<file path="config.mk">
export PLATFORM = sky130hd
export DESIGN_NAME = fifo_wr_arbiter
export DESIGN_NICKNAME = d
export VERILOG_FILES = /design/src/rtl/fifo_arb_pkg.sv /design/src/rtl/fifo_rr_pick.sv /design/src/rtl/fifo_wr_arbiter.sv
export SDC_FILE = /design/constraint.sdc
export NUM_CORES = 1
export LEC_CHECK = 0
export ABC_AREA = 1
export CAP_MARGIN = 20
export CORE_MARGIN = 2
export CORE_UTILIZATION = 40
export DETAILED_ROUTE_END_ITERATION = 10
export GPL_TIMING_DRIVEN = 0
export MAX_ROUTING_LAYER = met4
export PLACE_DENSITY = 0.82
export SYNTH_ARGS = -nofsm -noshare
export SYNTH_HDL_FRONTEND = slang
export SYNTH_SLANG_ARGS = --single-unit
</file>
<file path="constraint.sdc">
create_clock -name w_clk -period 3 [get_ports w_clk]
set_clock_uncertainty 0.1 [all_clocks]
set_input_delay 0.6 -clock w_clk [delete_from_list [all_inputs] [get_ports w_clk]]
set_output_delay 0.6 -clock w_clk [all_outputs]
set_load 0.02 [all_outputs]
</file>
<file path="src/rtl/fifo_arb_pkg.sv">
// Shared types and helpers for the FIFO write-port arbiter.
// Holds the arbiter FSM encoding and the round-robin step function.
package fifo_arb_pkg;

    typedef enum logic [1:0] {
        IDLE  = 2'd0,
        GRANT = 2'd1,
        FLUSH = 2'd2
    } arb_state_e;

    // Next index after cur, wrapping at n rather than at a power of two.
    function automatic int rr_next(input int cur, input int n);
        return (cur + 1 >= n) ? 0 : cur + 1;
    endfunction

endpackage

</file>
<file path="src/rtl/fifo_rr_pick.sv">
// Combinational round-robin selector: first valid requester after
// the last grant, searching upward and wrapping to 0.
module fifo_rr_pick
    import fifo_arb_pkg::*;
#(
    parameter int NUM_REQ = 4,
    parameter int IDW     = $clog2(NUM_REQ)
) (
    input  logic [NUM_REQ-1:0] req_valid,
    input  logic [IDW-1:0]     last_grant,
    output logic [IDW-1:0]     winner,
    output logic               any_valid
);

    // Walk the ring once starting just after the previous owner.
    always_comb begin
        int idx;
        idx       = int'(last_grant);
        winner    = last_grant;
        any_valid = 1'b0;
        for (int k = 0; k < NUM_REQ; k++) begin
            idx = rr_next(idx, NUM_REQ);
            if (!any_valid && req_valid[IDW'(idx)]) begin
                winner    = IDW'(idx);
                any_valid = 1'b1;
            end
        end
    end

endmodule

</file>
<file path="src/rtl/fifo_wr_arbiter.sv">
// Round-robin write-port arbiter with bounded bursts and flush sequencing.
// Optional beat statistics counter enabled by WR_ARB_STATS_EN.
module fifo_wr_arbiter
    import fifo_arb_pkg::*;
#(
    parameter int DATA_WIDTH = 8,
    parameter int NUM_REQ    = 4,
    parameter int MAX_BURST  = 4
`ifdef WR_ARB_STATS_EN
    ,
    parameter int CNT_WIDTH  = 16
`endif
) (
    input  logic                          w_clk,
    input  logic                          wreset,
    input  logic [NUM_REQ-1:0]            req_valid,
    input  logic [NUM_REQ*DATA_WIDTH-1:0] req_data,
    input  logic [NUM_REQ-1:0]            req_last,
    output logic [NUM_REQ-1:0]            req_ready,
    input  logic                          flush_req,
    output logic                          flush_done,
    input  logic                          full,
    output logic                          wr_enable,
    output logic                          flush,
    output logic [DATA_WIDTH-1:0]         wr_data,
    output logic [$clog2(NUM_REQ)-1:0]    grant_id,
    output logic                          busy
`ifdef WR_ARB_STATS_EN
    ,
    output logic [CNT_WIDTH-1:0]          stat_beats
`endif
);

    localparam int IDW = $clog2(NUM_REQ);
    localparam int BCW = $clog2(MAX_BURST + 1);

    arb_state_e      state_q, state_d;
    logic [IDW-1:0]  grant_q, grant_d;
    logic [BCW-1:0]  cnt_q, cnt_d;
    logic            pend_q, pend_d;

    logic [IDW-1:0]        winner;
    logic                  any_valid;
    logic                  g_valid;
    logic                  g_last;
    logic [DATA_WIDTH-1:0] g_data;
    logic                  flush_any;
    logic                  beat;
    logic                  last_beat;

    fifo_rr_pick #(
        .NUM_REQ (NUM_REQ),
        .IDW     (IDW)
    ) u_pick (
        .req_valid  (req_valid),
        .last_grant (grant_q),
        .winner     (winner),
        .any_valid  (any_valid)
    );

    assign g_valid   = req_valid[grant_q];
    assign g_last    = req_last[grant_q];
    assign g_data    = req_data[int'(grant_q)*DATA_WIDTH +: DATA_WIDTH];
    assign flush_any = pend_q | flush_req;
    assign beat      = (state_q == GRANT) & g_valid & ~full & ~wreset;
    assign last_beat = beat & (g_last | (cnt_q == BCW'(MAX_BURST - 1)));
    assign grant_id  = grant_q;
    assign busy      = (state_q != IDLE) & ~wreset;

    // Register FSM state, grant owner, burst beat count and pending flush.
    always_ff @(posedge w_clk) begin
        if (wreset) begin
            state_q <= IDLE;
            grant_q <= IDW'(NUM_REQ - 1);
            cnt_q   <= '0;
            pend_q  <= 1'b0;
        end else begin
            state_q <= state_d;
            grant_q <= grant_d;
            cnt_q   <= cnt_d;
            pend_q  <= pend_d;
        end
    end

    // Next-state decode and the combinational write-port outputs.
    always_comb begin
        state_d    = state_q;
        grant_d    = grant_q;
        cnt_d      = cnt_q;
        pend_d     = flush_any;
        req_ready  = '0;
        wr_enable  = 1'b0;
        flush      = 1'b0;
        flush_done = 1'b0;
        wr_data    = '0;
        unique case (state_q)
            IDLE: begin
                if (flush_any) begin
                    state_d = FLUSH;
                end else if (any_valid) begin
                    state_d = GRANT;
                    grant_d = winner;
                    cnt_d   = '0;
                end
            end
            GRANT: begin
                req_ready[grant_q] = ~full;
                wr_enable          = g_valid & ~full;
                wr_data            = g_data;
                if (beat) begin
                    cnt_d = cnt_q + 1'b1;
                end
                if (flush_any) begin
                    state_d = FLUSH;
                end else if (!g_valid || last_beat) begin
                    state_d = IDLE;
                end
            end
            FLUSH: begin
                wr_enable  = 1'b1;
                flush      = 1'b1;
                flush_done = 1'b1;
                pend_d     = 1'b0;
                state_d    = IDLE;
            end
            default: state_d = IDLE;
        endcase
        if (wreset) begin
            req_ready  = '0;
            wr_enable  = 1'b0;
            flush      = 1'b0;
            flush_done = 1'b0;
            wr_data    = '0;
        end
    end

`ifdef WR_ARB_STATS_EN
    logic [CNT_WIDTH-1:0] stat_q;

    // Saturating accepted-beat counter, cleared by reset and by a flush.
    always_ff @(posedge w_clk) begin
        if (wreset) begin
            stat_q <= '0;
        end else if (state_q == FLUSH) begin
            stat_q <= '0;
        end else if (beat && (stat_q != '1)) begin
            stat_q <= stat_q + 1'b1;
        end
    end

    assign stat_beats = stat_q;
`endif

endmodule
</file>
---- Yosys cells after proc, flatten, opt, wreduce, memory -nomap -nowiden ----
Cells that the tools add are included.
word-level totals
  flip-flop bits (word level) ............. 8
  bits of input ports ..................... 44
  logic and storage cells ................. 104
cells by class
  add/sub/neg operators ................... 5
  $lt $le $gt $ge ......................... 10
  equal/unequal tests ..................... 8
  shifts and indexed selects .............. 1
  multiplexer cells ....................... 47
  bitwise logic cells ..................... 12
  reduce and logical (&&, ||, !) cells .... 17
operators by type and width
  cell                                                                 count
  adder 32 x 2 -> 32 bit (second input constant)                       3
  greater-or-equal comparator 32 x 4 -> 1 bit (second input constant)  3
  2-to-1 mux 32 bit                                                    3
  variable part select 32 x 6 -> 8 bit                                 1
  2-to-1 mux 1 bit                                                     18
  2-to-1 mux 2 bit                                                     9
  less-than comparator 2 x 4 -> 1 bit (second input constant)          4
  2-to-1 mux 8 bit                                                     2
  binary-select mux 1 bit (select 2 bit)                               6
  2-to-1 mux 3 bit                                                     3
  2-to-1 mux 4 bit                                                     2
  AND reduction 4 bit                                                  2
  bitwise AND 1 bit                                                    6
  inequality test 2 bit (second input constant)                        3
  case mux 3 bit (2 select lines)                                      1
  bitwise AND 4 bit                                                    1
  logical AND 1 bit                                                    4
  logical NOT 1 bit                                                    4
  case mux 2 bit (2 select lines)                                      1
  nonzero test 2 bit                                                   2
  nonzero test 4 bit                                                   1
  adder 2 x 1 -> 3 bit (second input constant)                         1
  adder 3 x 1 -> 3 bit (second input constant)                         1
  == test 3 x 2 -> 1 bit (second input constant)                       1
  other kinds (15)                                                     18

---- Depth between registers and ports, before layout ----
Gate-level depths: netlist (run 1).
  word-level depth ........................ 20
  depth in mapped cells ................... 14

---- Modules after synthesis ----
Synthesis (run 1) repeated with hierarchy kept, for this count alone.
second synthesis, totals
  cells, all modules ...................... 224
  area total of the unflattened synthesis .. 1430.1 sq um
modules (own cells, without submodules)
  module           instances  cells an instance  area each (sq um)
  fifo_wr_arbiter  1          136                858.3
  fifo_rr_pick     1          88                 571.8

---- Least setup slack after synthesis (run 1) ----
OpenSTA, ideal clock, no wires.
  kind .................................... flip-flop to flip-flop
  start point ............................. register grant_q[0] (netlist: grant_id[0])
  end point ............................... register cnt_q[0]
  library setup time ...................... 0.113 ns
  arrival time ............................ 2.244 ns
  required time ........................... 2.787 ns
  slack ................................... 0.543 ns
  stages on the path, launching flop included .. 15
  period minus slack after synthesis ...... 2.457 ns
  path through ............................ dfxtp_1 inv_2 buf_2 clkbuf_1 ha_1 inv_1 nand2_1 nand3_1 nand2_1 nand2_1 nand4_1 nand3_2 nand2_1 nand2_1 nor2_1
on the way
  longest elaborated chain between the ends .. 19
ends and longest elaborated chain
  element                                                                           RTL line                                source
  from (decl)                                                                       fifo_wr_arbiter.sv:38                   logic [IDW-1:0] grant_q, grant_d;
  from (signal assigned)                                                            fifo_wr_arbiter.sv:74                   grant_q <= IDW'(NUM_REQ - 1);
  from (signal assigned)                                                            fifo_wr_arbiter.sv:79                   grant_q <= grant_d;
  adder 2 x 1 -> 3 bit                                                              fifo_arb_pkg.sv:13                      return (cur + 1 >= n) ? 0 : cur + 1;
  greater-or-equal comparator 3 bit                                                 fifo_arb_pkg.sv:13
  2-to-1 mux 32 bit                                                                 fifo_arb_pkg.sv:13
  adder 32 x 2 -> 32 bit                                                            fifo_arb_pkg.sv:13
  greater-or-equal comparator 32 x 4 -> 1 bit                                       fifo_arb_pkg.sv:13
  2-to-1 mux 32 bit                                                                 fifo_arb_pkg.sv:13
  adder 32 x 2 -> 32 bit or binary-select mux 1 bit (select 2 bit) (tied branches)  fifo_arb_pkg.sv:13, fifo_rr_pick.sv:23
  greater-or-equal comparator 32 x 4 -> 1 bit or 2-to-1 mux 1 bit (tied branches)   fifo_arb_pkg.sv:13, fifo_rr_pick.sv:23
  [... 3 more ...]                                                                  -
  2-to-1 mux 2 bit (tied with other cells)                                          fifo_arb_pkg.sv:13
  binary-select mux 1 bit (select 2 bit) or logical AND 1 bit (tied branches)       fifo_rr_pick.sv:23                      if (!any_valid && req_valid[IDW'(idx)]) begin
  2-to-1 mux 1 bit (not written as such)                                            fifo_rr_pick.sv:23
  2-to-1 mux 1 bit (not written as such) or logical NOT 1 bit (tied branches)       fifo_rr_pick.sv:23
  logical AND 1 bit                                                                 fifo_rr_pick.sv:23
  2-to-1 mux 1 bit                                                                  fifo_rr_pick.sv:23
  inequality test 2 bit (no line)                                                   -
  AND reduction 4 bit (no line) (*)                                                 -
  to (signal assigned)                                                              fifo_wr_arbiter.sv:80                   cnt_q <= cnt_d;
  to (decl)                                                                         fifo_wr_arbiter.sv:39                   logic [BCW-1:0] cnt_q, cnt_d;
Every way passes the cells marked *; elsewhere a longest branch is shown, timed or not. The select of a mux whose other input is x is not followed.
A chain may end at the register's enable or synchronous reset.

---- Worst setup path in the final report (run 1) ----
  start point ............................. register grant_q[0] (netlist: grant_id[0])
  end point ............................... output wr_data[5]
on the way
  longest elaborated chain between the ends .. 3
ends and longest elaborated chain
  element                               RTL line                source
  variable part select 32 x 6 -> 8 bit  fifo_wr_arbiter.sv:63   assign g_data = req_data[int'(grant_q)*DATA_WIDTH +: DATA_WIDTH];
  2-to-1 mux 8 bit                      fifo_wr_arbiter.sv:96   unique case (state_q)
  2-to-1 mux 8 bit                      fifo_wr_arbiter.sv:128  if (wreset) begin
  to (decl)                             fifo_wr_arbiter.sv:25   output logic [DATA_WIDTH-1:0] wr_data,
No other way between the ends.

==> results of run 1 <==
==> worst register-to-register path, cell delays in order (launching register included) <==
cell	delay, ps
dfxtp_4	390
inv_2	100
buf_2	200
buf_2	270
ha_1	310
inv_1	180
nand2_1	80
nand3_1	100
nand2_1	80
nand2_1	110
nand4_1	120
nand3_2	130
nand2_1	60
nand2_1	60
nor2_1	40
==> cell usage in the layout, fill, tap and decap left out, types with 2 or more instances in the layout <==
| cell | n |
|---|---|
| nor2_2 | 2 |
| dlymetal6s2s_1 | 3 |
| nand4_1 | 3 |
| o21ai_0 | 20 |
| buf_2 | 4 |
| inv_1 | 24 |
| nor2_4 | 2 |
| ha_1 | 12 |
| nand2_1 | 48 |
| nand3_2 | 3 |
| inv_2 | 3 |
| dfxtp_1 | 7 |
| clkdlybuf4s50_1 | 56 |
| clkbuf_4 | 4 |
| a21oi_1 | 15 |
| nand3_1 | 16 |
| nor2_1 | 52 |
| nand2_2 | 3 |
==> flip-flops by register name (all words and copies together), names as in the netlist <==
register and count:
grant_id 2, pend_q 1, cnt_q 3, state_q 2
==> power breakdown <==
part           switching [W]  internal [W]
logic               0.000288      0.000206
registers          0.0000209      0.000125
clock network      0.0000397     0.0000460
total               0.000348      0.000377
==> logic make-up (layout without fill, tap and decap cells) <==
family,after synthesis,after routing,synth area share (%)
simple gates,131,131,47.02
compound gates,38,38,16.02
buf+inv,35,98,11.50
fa+ha+maj,12,12,12.32
flops,8,8,13.14
==> stage by stage <==
| stage | std cells | power [W] | setup WS (ps) |
|---|---|---|---|
| floorplan | 224 | 0.0004823 | 543.3 |
| global route | 320 | 0.0008050 | 20.48 |
| CTS | 320 | 0.0007263 | 8.870 |
| global placement | 317 | 0.0006283 | -44.98 |
| detailed placement | 317 | 0.0006379 | -62.05 |
| finish | 320 | 0.0007253 | 154.9 |
==> how the worst max path moves through the flow <==
stage	from	to	slack, ps	depth (start not counted)
after floorplan	grant_id[0]$_SDFFE_PP1P_	cnt_q[0]$_SDFFE_PP0P_	540	14
after global routing	grant_id[0]$_SDFFE_PP1P_	req_ready[2]	20	7
after detailed placement	req_valid[2]	wr_enable	-60	8
after CTS	state_q[1]$_SDFFE_PP0P_	req_ready[3]	9	9
final	grant_id[0]$_SDFFE_PP1P_	wr_data[5]	150	7
after global placement	req_valid[2]	wr_enable	-40	8
==> routing by layer <==
layer,GRT usage [%],share of wire (%),vias up
li1,-,-,840
met1,25.76,46,682
met2,36.42,49,34
met3,3.930,4.7,8
met4,4.870,1.3,0
met5,-,0,-
==> layout make-up <==
class	count	area (um^2)	share of cell area (%)
buffer	8	43.79	2.304
clock buffer	3	22.52	1.185
inverter	27	101.3	5.332
multi-input combinational	181	920.9	48.45
sequential	8	163.9	8.624
tap	33	41.29	2.172
timing repair buffer	60	606.8	31.93
==> reports/results.ini, run 1 <==
[synth]
async_reset_ff_share_pct=0
synth_common_cells=nor2_1 (53), nand2_1 (48), inv_1 (24), o21ai_0 (20), nand3_1 (16)
ys.flop_type=dfxtp_1
synth_cells=224
ys_warn_count=0
ys_ff_latch=8
yosysMostFrequentCell=nor2_1
yosys.area.top_type_share_pct=16.32
ys_seq_area_share_pct=13.14
synth_edf_count=0
synth_area_per_cell_um2=5.440
synth.area.top_cells=nor2_1 (16%), nand2_1 (15%), dfxtp_1 (13%)
synthDistinctLibCells=23
syn_area_um2=1219
syn_nets=280
synth_area_leader_cell=nor2_1

[floorplan]
core-area_um2=2978
start_util_pct=40.92
die_x_um=59.20
die_y_um=59.20
io_pins=62
row_count=20
die_area_um2=3504

[clock_tree]
htree_levels=1
cts_tree=built
clkTransAtPathRegs_ps=60
numCtsBuffers=3
postCtsSetupBuffers=0
clock_latency_ps=260
ctsHoldBuffers=0
cts_num_sinks=8
cts.repair.resized=4
clk_path_buf_depth=2
cts_root_buf=clkbuf_4

[drt]
wl_per_cell_um=10.98
ant_nets=0
firstDrtPassIters=4
totalWireLength_um=3514
via_per_inst=4.888
drt-initial-drc-count=36
drcViolationCount=0
vias=1564

[power]
p_leak_nw=0.9389
power_density_nw_per_um2=381.6
irDropWorstVdd_v=0.0002137

[layout]
fill_cells=302
final_layout_size_suffix_gt1_share_pct=8.711
antenna_cells=0
post-route-cell-area_um2=1901
postLayoutCoreUtil_pct=63.82
nNetsFinal=345
area_delta_synth_final_pct=55.95

[global_routing]
grt_overflow=0
antenna_found_initial=0
grt_pass1_vias=1344
grt_pass1_wl_um=5740
grt_max_degree=14
grt_use_total_pct=21.30

[sta]
slew_violations=0
slew_headroom_pct=69.26
hold_slack_ps=389.0
fin_crit_ps=2845
finalHoldViolations=0
setup_tns_ps=0
worstMarginPinSlew_ps=461.1
finalCritPeriodShare_pct=94.84
rsz0062_at_grt=no
fmax_mhz=351.5
setup_viol=0

[worst_setup_path]
rrSetupSlack_ps=580
slowest_stage=clkdlybuf4s50_1
start_kind=flop
cp_slowest_stage_delay_ps=620
crit_chain=clkbuf_4, buf_2, nor2_1, nor2_1, o21ai_0, a21oi_1, clkdlybuf4s50_1
crit_top_cell=nor2_1
worstPathBufferInverterCount=3
r2r_cells=14
r2r-start=grant_id[0]$_SDFFE_PP1P_
timing.rr.end=cnt_q[1]$_SDFFE_PP0P_
worstPathMaxFanout=10
critPathKind=reg -> out
cp-end-kind=output pin
cp_top_family=buffers and inverters
worstPathRequired_ps=2300
cp.arrival_ps=2150

[status]
status=finished, final reports clean

[hold_path]
whs_path_depth=2
hp-start=state_q[1]$_SDFFE_PP0P_
hold_end=state_q[1]$_SDFFE_PP0P_
hold_class=reg -> reg

[placement]
place_area_um2=1861
io_buffers=60
dp.final_hpwl_um=2927
routabilityCongestion=0.8350

[job]
cap_violations=0

(Power assumes the default switching activity.)
==> run 2: changes to the inputs <==
--- a/config.mk
+++ b/config.mk
@@ -13,6 +13,7 @@
 export GPL_TIMING_DRIVEN = 0
 export MAX_ROUTING_LAYER = met4
 export PLACE_DENSITY = 0.82
+export RECOVER_POWER = 25
 export SYNTH_ARGS = -nofsm -noshare
 export SYNTH_HDL_FRONTEND = slang
 export SYNTH_SLANG_ARGS = --single-unit
==> reports/results.ini, run 2 (same netlist as run 1, synthesis figures left out) <==
[status]
status=finished, final reports clean

[drt]
ant_nets=0  ; unchanged
vias=1560  ; -0.26%
via_per_inst=4.875  ; -0.26%
totalWireLength_um=3510  ; -0.11%
drcViolationCount=0  ; unchanged
wl_per_cell_um=10.97  ; -0.11%
firstDrtPassIters=6  ; +2
drt-initial-drc-count=37  ; +2.8%

[global_routing]
grt_pass1_vias=1344  ; unchanged
antenna_found_initial=0  ; unchanged
grt_overflow=0  ; unchanged
grt_pass1_wl_um=5740  ; unchanged
grt_use_total_pct=21.30  ; unchanged
grt_max_degree=14  ; unchanged

[clock_tree]
clock_latency_ps=260  ; about the same
htree_levels=1  ; unchanged
numCtsBuffers=3  ; unchanged
clkTransAtPathRegs_ps=60  ; about the same
cts_root_buf=clkbuf_4
cts_num_sinks=8  ; unchanged
ctsHoldBuffers=0  ; unchanged
clk_path_buf_depth=2  ; unchanged
cts_tree=built

[layout]
top_register=cnt_q
area_delta_synth_final_pct=55.95  ; unchanged
fill_cells=302  ; unchanged
final_layout_size_suffix_gt1_share_pct=8.711  ; unchanged
antenna_cells=0  ; unchanged
post-route-cell-area_um2=1901  ; unchanged
largest_reg_flops=3  ; unchanged
nNetsFinal=345  ; unchanged
postLayoutCoreUtil_pct=63.82  ; unchanged
layout_commonest_cell=nor2_1
final_cell_mix=nor2_1 (52), clkdlybuf4s50_1 (50), nand2_1 (48)

[sta]
finalHoldViolations=0  ; unchanged
slew_violations=0  ; unchanged
slew_headroom_pct=69.25  ; about the same
setup_viol=0  ; unchanged
worstMarginPinSlew_ps=461.2  ; +0.09024 ps
fmax_mhz=352.0  ; +0.15%
rsz0062_at_grt=no
worst_slack_ps=159.3  ; +4.392 ps
setup_tns_ps=0  ; unchanged
finalCritPeriodShare_pct=94.69  ; -0.15 points
fin_crit_ps=2841  ; -4.392 ps

[floorplan]
start_util_pct=40.92  ; unchanged
row_count=20  ; unchanged
core-area_um2=2978  ; unchanged
die_x_um=59.20  ; unchanged
die_area_um2=3504  ; unchanged
io_pins=62  ; unchanged
die_y_um=59.20  ; unchanged

[power]
power_frac_comb_pct=68.0  ; about the same
irDropWorstVdd_v=0.0002136  ; about the same
power_density_nw_per_um2=379.3  ; -0.61%
power_w=0.0007208  ; -0.61%
p_int_w=0.0003738  ; -0.88%
seq_power_share_pct=20.3  ; about the same
switching_power_w=0.0003470  ; -0.32%
swShare_pct=48.14  ; +0.14 points
p_leak_nw=0.9437  ; +0.51%
clkPwrFrac_pct=11.8  ; about the same

[placement]
routabilityCongestion=0.8350  ; unchanged
dp.final_hpwl_um=2927  ; unchanged
place_area_um2=1861  ; unchanged
dp_slack_ps=-62.05  ; unchanged
io_buffers=60  ; unchanged

[worst_setup_path]
worstPathMaxFanout=10  ; unchanged
r2r_cells=14  ; unchanged
start_kind=flop
critPathKind=reg -> out
r2r-start=grant_id[0]$_SDFFE_PP1P_
worstPathRequired_ps=2300  ; about the same
worstSetupEndpoint=wr_data[5]
cp.arrival_ps=2140  ; about the same
timing.rr.end=cnt_q[1]$_SDFFE_PP0P_
cp-end-kind=output pin
crit_start=grant_id[0]$_SDFFE_PP1P_
rrSetupSlack_ps=590  ; about the same

[hold_path]
hold_class=reg -> reg

[job]
cap_violations=0  ; unchanged

[run 2: cell types whose count changed in the layout (fill, tap and decap cells not counted), sizes merged]
cell / before / now
dlygate4sd3: 0 / 6
clkdlybuf4s50: 56 / 50
[run 2: power by group through the flow]
stage	sequential [W]	clock [W]	combinational, W
floorplan	0.000148	0	0.000334
global placement	0.000147	0	0.000481
detailed placement	0.000148	0	0.000490
CTS	0.000147	0.0000868	0.000493
global route	0.000150	0.0000934	0.000559
finish	0.000146	0.0000849	0.000490
[run 2: worst min-delay path by stage]
stage                                         end               startpoint  depth (start not counted)  slack [ps]
after floorplan           state_q[1]$_SDFFE_PP0P_  state_q[1]$_SDFFE_PP0P_                          2         360
after global placement    state_q[1]$_SDFFE_PP0P_  state_q[1]$_SDFFE_PP0P_                          2         380
after detailed placement  state_q[1]$_SDFFE_PP0P_  state_q[1]$_SDFFE_PP0P_                          2         380
after CTS                 state_q[1]$_SDFFE_PP0P_  state_q[1]$_SDFFE_PP0P_                          2         390
after global routing      state_q[1]$_SDFFE_PP0P_  state_q[1]$_SDFFE_PP0P_                          2         410
final                     state_q[1]$_SDFFE_PP0P_  state_q[1]$_SDFFE_PP0P_                          2         390
[run 2: cell type report]
cell class | count | area [um^2] | share of cell area [%]
clock buffer | 3 | 22.52 | 1.185
inverter | 27 | 101.3 | 5.332
timing repair buffer | 60 | 606.8 | 31.93
tap | 33 | 41.29 | 2.172
sequential | 8 | 163.9 | 8.624
multi-input combinational | 181 | 920.9 | 48.45
buffer | 8 | 43.79 | 2.304
[run 2: what timing repair did]
item	CTS	global route
gates resized for setup	4	7
endpoints found under the hold margin	0	0
pin swaps	0	0
setup endpoints to repair	11	11
buffers inserted	0	0
[run 2: metrics by stage]
stage	instances	hold slack [ps]
CTS	320	390.1
finish	320	389.1
detailed placement	317	381.8
global route	320	407.2
floorplan	224	355.9
global placement	317	375.5
[run 2: critical path: stages, from the launching register on]
cell	delay (ps)
dfxtp_4	420
clkbuf_4	220
buf_2	230
nor2_1	70
nor2_1	90
o21ai_0	100
a21oi_1	150
clkdlybuf4s50_1	620
[run 2: per-layer routing]
layer	wire length, um	part of all wire, %	vias up	track usage [%]
li1	-	-	840	-
met1	1605	46	682	25.76
met2	1709	49	32	36.42
met3	156	4.4	6	3.930
met4	38	1.1	0	4.870
met5	0	0	-	-
==> run 3: changes to the inputs <==
--- a/config.mk
+++ b/config.mk
@@ -9,11 +9,12 @@
 export CAP_MARGIN = 20
 export CORE_MARGIN = 2
 export CORE_UTILIZATION = 40
+export CTS_CLUSTER_DIAMETER = 200
 export DETAILED_ROUTE_END_ITERATION = 10
 export GPL_TIMING_DRIVEN = 0
 export MAX_ROUTING_LAYER = met4
 export PLACE_DENSITY = 0.82
-export RECOVER_POWER = 25
+export RECOVER_POWER = 50
 export SYNTH_ARGS = -nofsm -noshare
 export SYNTH_HDL_FRONTEND = slang
 export SYNTH_SLANG_ARGS = --single-unit
==> reports/results.ini, run 3 (same netlist as run 1, synthesis figures left out) <==
[status]
status=finished, final reports clean

[global_routing]
grt_pass1_vias=1344  ; unchanged
grt_use_total_pct=21.30  ; unchanged
grt_overflow=0  ; unchanged
grt_pass1_wl_um=5740  ; unchanged
grt_max_degree=14  ; unchanged
antenna_found_initial=0  ; unchanged

[floorplan]
die_x_um=59.20  ; unchanged
die_area_um2=3504  ; unchanged
row_count=20  ; unchanged
die_y_um=59.20  ; unchanged
core-area_um2=2978  ; unchanged
start_util_pct=40.92  ; unchanged
io_pins=62  ; unchanged

[clock_tree]
clk_path_buf_depth=2  ; unchanged
htree_levels=1  ; unchanged
cts_root_buf=clkbuf_4
ctsHoldBuffers=0  ; unchanged
clkTransAtPathRegs_ps=60  ; about the same
cts_num_sinks=8  ; unchanged
cts_tree=built
clock_latency_ps=260  ; about the same
postCtsSetupBuffers=0  ; unchanged
numCtsBuffers=3  ; unchanged

[sta]
slew_violations=0  ; unchanged
fin_crit_ps=2844  ; +3.555 ps
rsz0062_at_grt=no
hold_slack_ps=388.9  ; -0.2000 ps
finalHoldViolations=0  ; unchanged
fmax_mhz=351.6  ; -0.12%
finalCritPeriodShare_pct=94.81  ; +0.12 points
worstMarginPinSlew_ps=460.8  ; -0.4027 ps
setup_tns_ps=0  ; unchanged
setup_viol=0  ; unchanged
slew_headroom_pct=69.28  ; about the same

[worst_setup_path]
crit_top_cell=nor2_1
cp-end-kind=output pin
timing.rr.end=grant_id[0]$_SDFFE_PP1P_
cp_slowest_stage_delay_ps=620  ; about the same
cp.arrival_ps=2140  ; about the same
worstPathMaxFanout=10  ; unchanged
slowest_stage=clkdlybuf4s50_1
rrSetupSlack_ps=540  ; -50 ps
r2r_cells=14  ; unchanged
critPathKind=reg -> out
crit_chain=clkbuf_4, buf_2, nor2_1, nor2_1, o21ai_0, a21oi_1, clkdlybuf4s50_1
worstPathRequired_ps=2300  ; about the same
start_kind=flop
r2r-start=grant_id[0]$_SDFFE_PP1P_

[layout]
final_cell_mix=nor2_1 (52), clkdlybuf4s50_1 (50), nand2_1 (48)
top_register=cnt_q
final_layout_size_suffix_gt1_share_pct=8.362  ; -0.35 points
largest_reg_flops=3  ; unchanged
final_cells=320  ; unchanged
nNetsFinal=345  ; unchanged
antenna_cells=0  ; unchanged
area_delta_synth_final_pct=54.11
layout_commonest_cell=nor2_1

[hold_path]
whs_path_depth=2  ; unchanged
hold_end=state_q[1]$_SDFFE_PP0P_
hp-start=state_q[1]$_SDFFE_PP0P_
hold_class=reg -> reg

[drt]
via_per_inst=4.850  ; -0.51%
ant_nets=0  ; unchanged
vias=1552  ; -0.51%
drt-initial-drc-count=36  ; -2.7%
totalWireLength_um=3525  ; +0.43%
firstDrtPassIters=4  ; -2
wl_per_cell_um=11.02  ; +0.43%
drcViolationCount=0  ; unchanged

[placement]
io_buffers=60  ; unchanged
dp.final_hpwl_um=2927  ; unchanged
placedCellCount=317  ; unchanged
routabilityCongestion=0.8350  ; unchanged

[power]
p_leak_nw=0.9002  ; -4.6%
power_density_nw_per_um2=384.0  ; +1.3%
irDropWorstVdd_v=0.0002225  ; +4.2%

[job]
cap_violations=0  ; unchanged

==> run 3: cell count changes in the layout (fill, tap and decap cells not counted) <==
cell            delta
clkbuf_1           +2
dlymetal6s2s_1     -2
nand3_1            +1
nand3_2            -1
==> run 3: how the worst max path moves through the flow <==
| stage | startpoint | endpoint | slack [ps] | cells past startpoint |
|---|---|---|---|---|
| CTS | state_q[1]$_SDFFE_PP0P_ | req_ready[3] | 9 | 9 |
| floorplan | grant_id[0]$_SDFFE_PP1P_ | cnt_q[0]$_SDFFE_PP0P_ | 540 | 14 |
| detailed placement | req_valid[2] | wr_enable | -60 | 8 |
| finish | grant_id[0]$_SDFFE_PP1P_ | wr_data[5] | 160 | 7 |
| global route | grant_id[0]$_SDFFE_PP1P_ | req_ready[2] | 20 | 7 |
| global placement | req_valid[2] | wr_enable | -40 | 8 |
==> run 3: critical path, delay by kind of cell (launching register included) <==
kind / cells / cell delay, ps
buffers and inverters: 3 / 1070
DFF: 1 / 420
and+or+nand+nor: 2 / 160
AOI/OAI and AO/OA: 2 / 250
==> run 3: power breakdown <==
part / leakage (nW) / internal, W / switching [W] / total [W]
combinational: 0.820 / 0.000201 / 0.000287 / 0.000489
sequential: 0.0662 / 0.000125 / 0.0000207 / 0.000146
clock: 0.0138 / 0.0000460 / 0.0000403 / 0.0000864
total: 0.900 / 0.000373 / 0.000348 / 0.000721
==> run 3: per-stage QoR <==
step / area (um^2) / worst slack, ps / util, % / power (W)
6_report: 1878 / 155.7 / 63.07 / 0.0007212
3_5_place_dp: 1861 / -62.05 / 62.48 / 0.0006379
4_1_cts: 1886 / 8.870 / 63.32 / 0.0007263
5_1_grt: 1878 / 19.82 / 63.07 / 0.0007999
3_3_place_gp: 1861 / -44.98 / 62.48 / 0.0006283
2_1_floorplan: 1219 / 543.3 / - / 0.0004823
==> run 3: timing repair <==
item / in CTS / in global routing
setup endpoints to repair: 11 / 11
cloned: 0 / 0
gates resized for setup: 4 / 7
pin swaps: 0 / 0
==> run 3: per-layer routing <==
layer	share of wire [%]	track usage (%)	routed length [um]	up-vias
li1	-	-	-	839
met1	46	25.76	1635	675
met2	48	36.42	1694	32
met3	4.4	3.930	155	6
met4	1.1	4.870	39	0
met5	0	-	0	-
==> run 3: layout make-up <==
class | instances | area [um^2]
fillers | 306 | 1100
multi-input cells | 181 | 915.9
repair buffers | 60 | 589.3
flip-flops and latches | 8 | 163.9
inverters | 27 | 101.3
plain buffers | 8 | 43.79
well taps | 33 | 41.29
clock buffers | 3 | 22.52
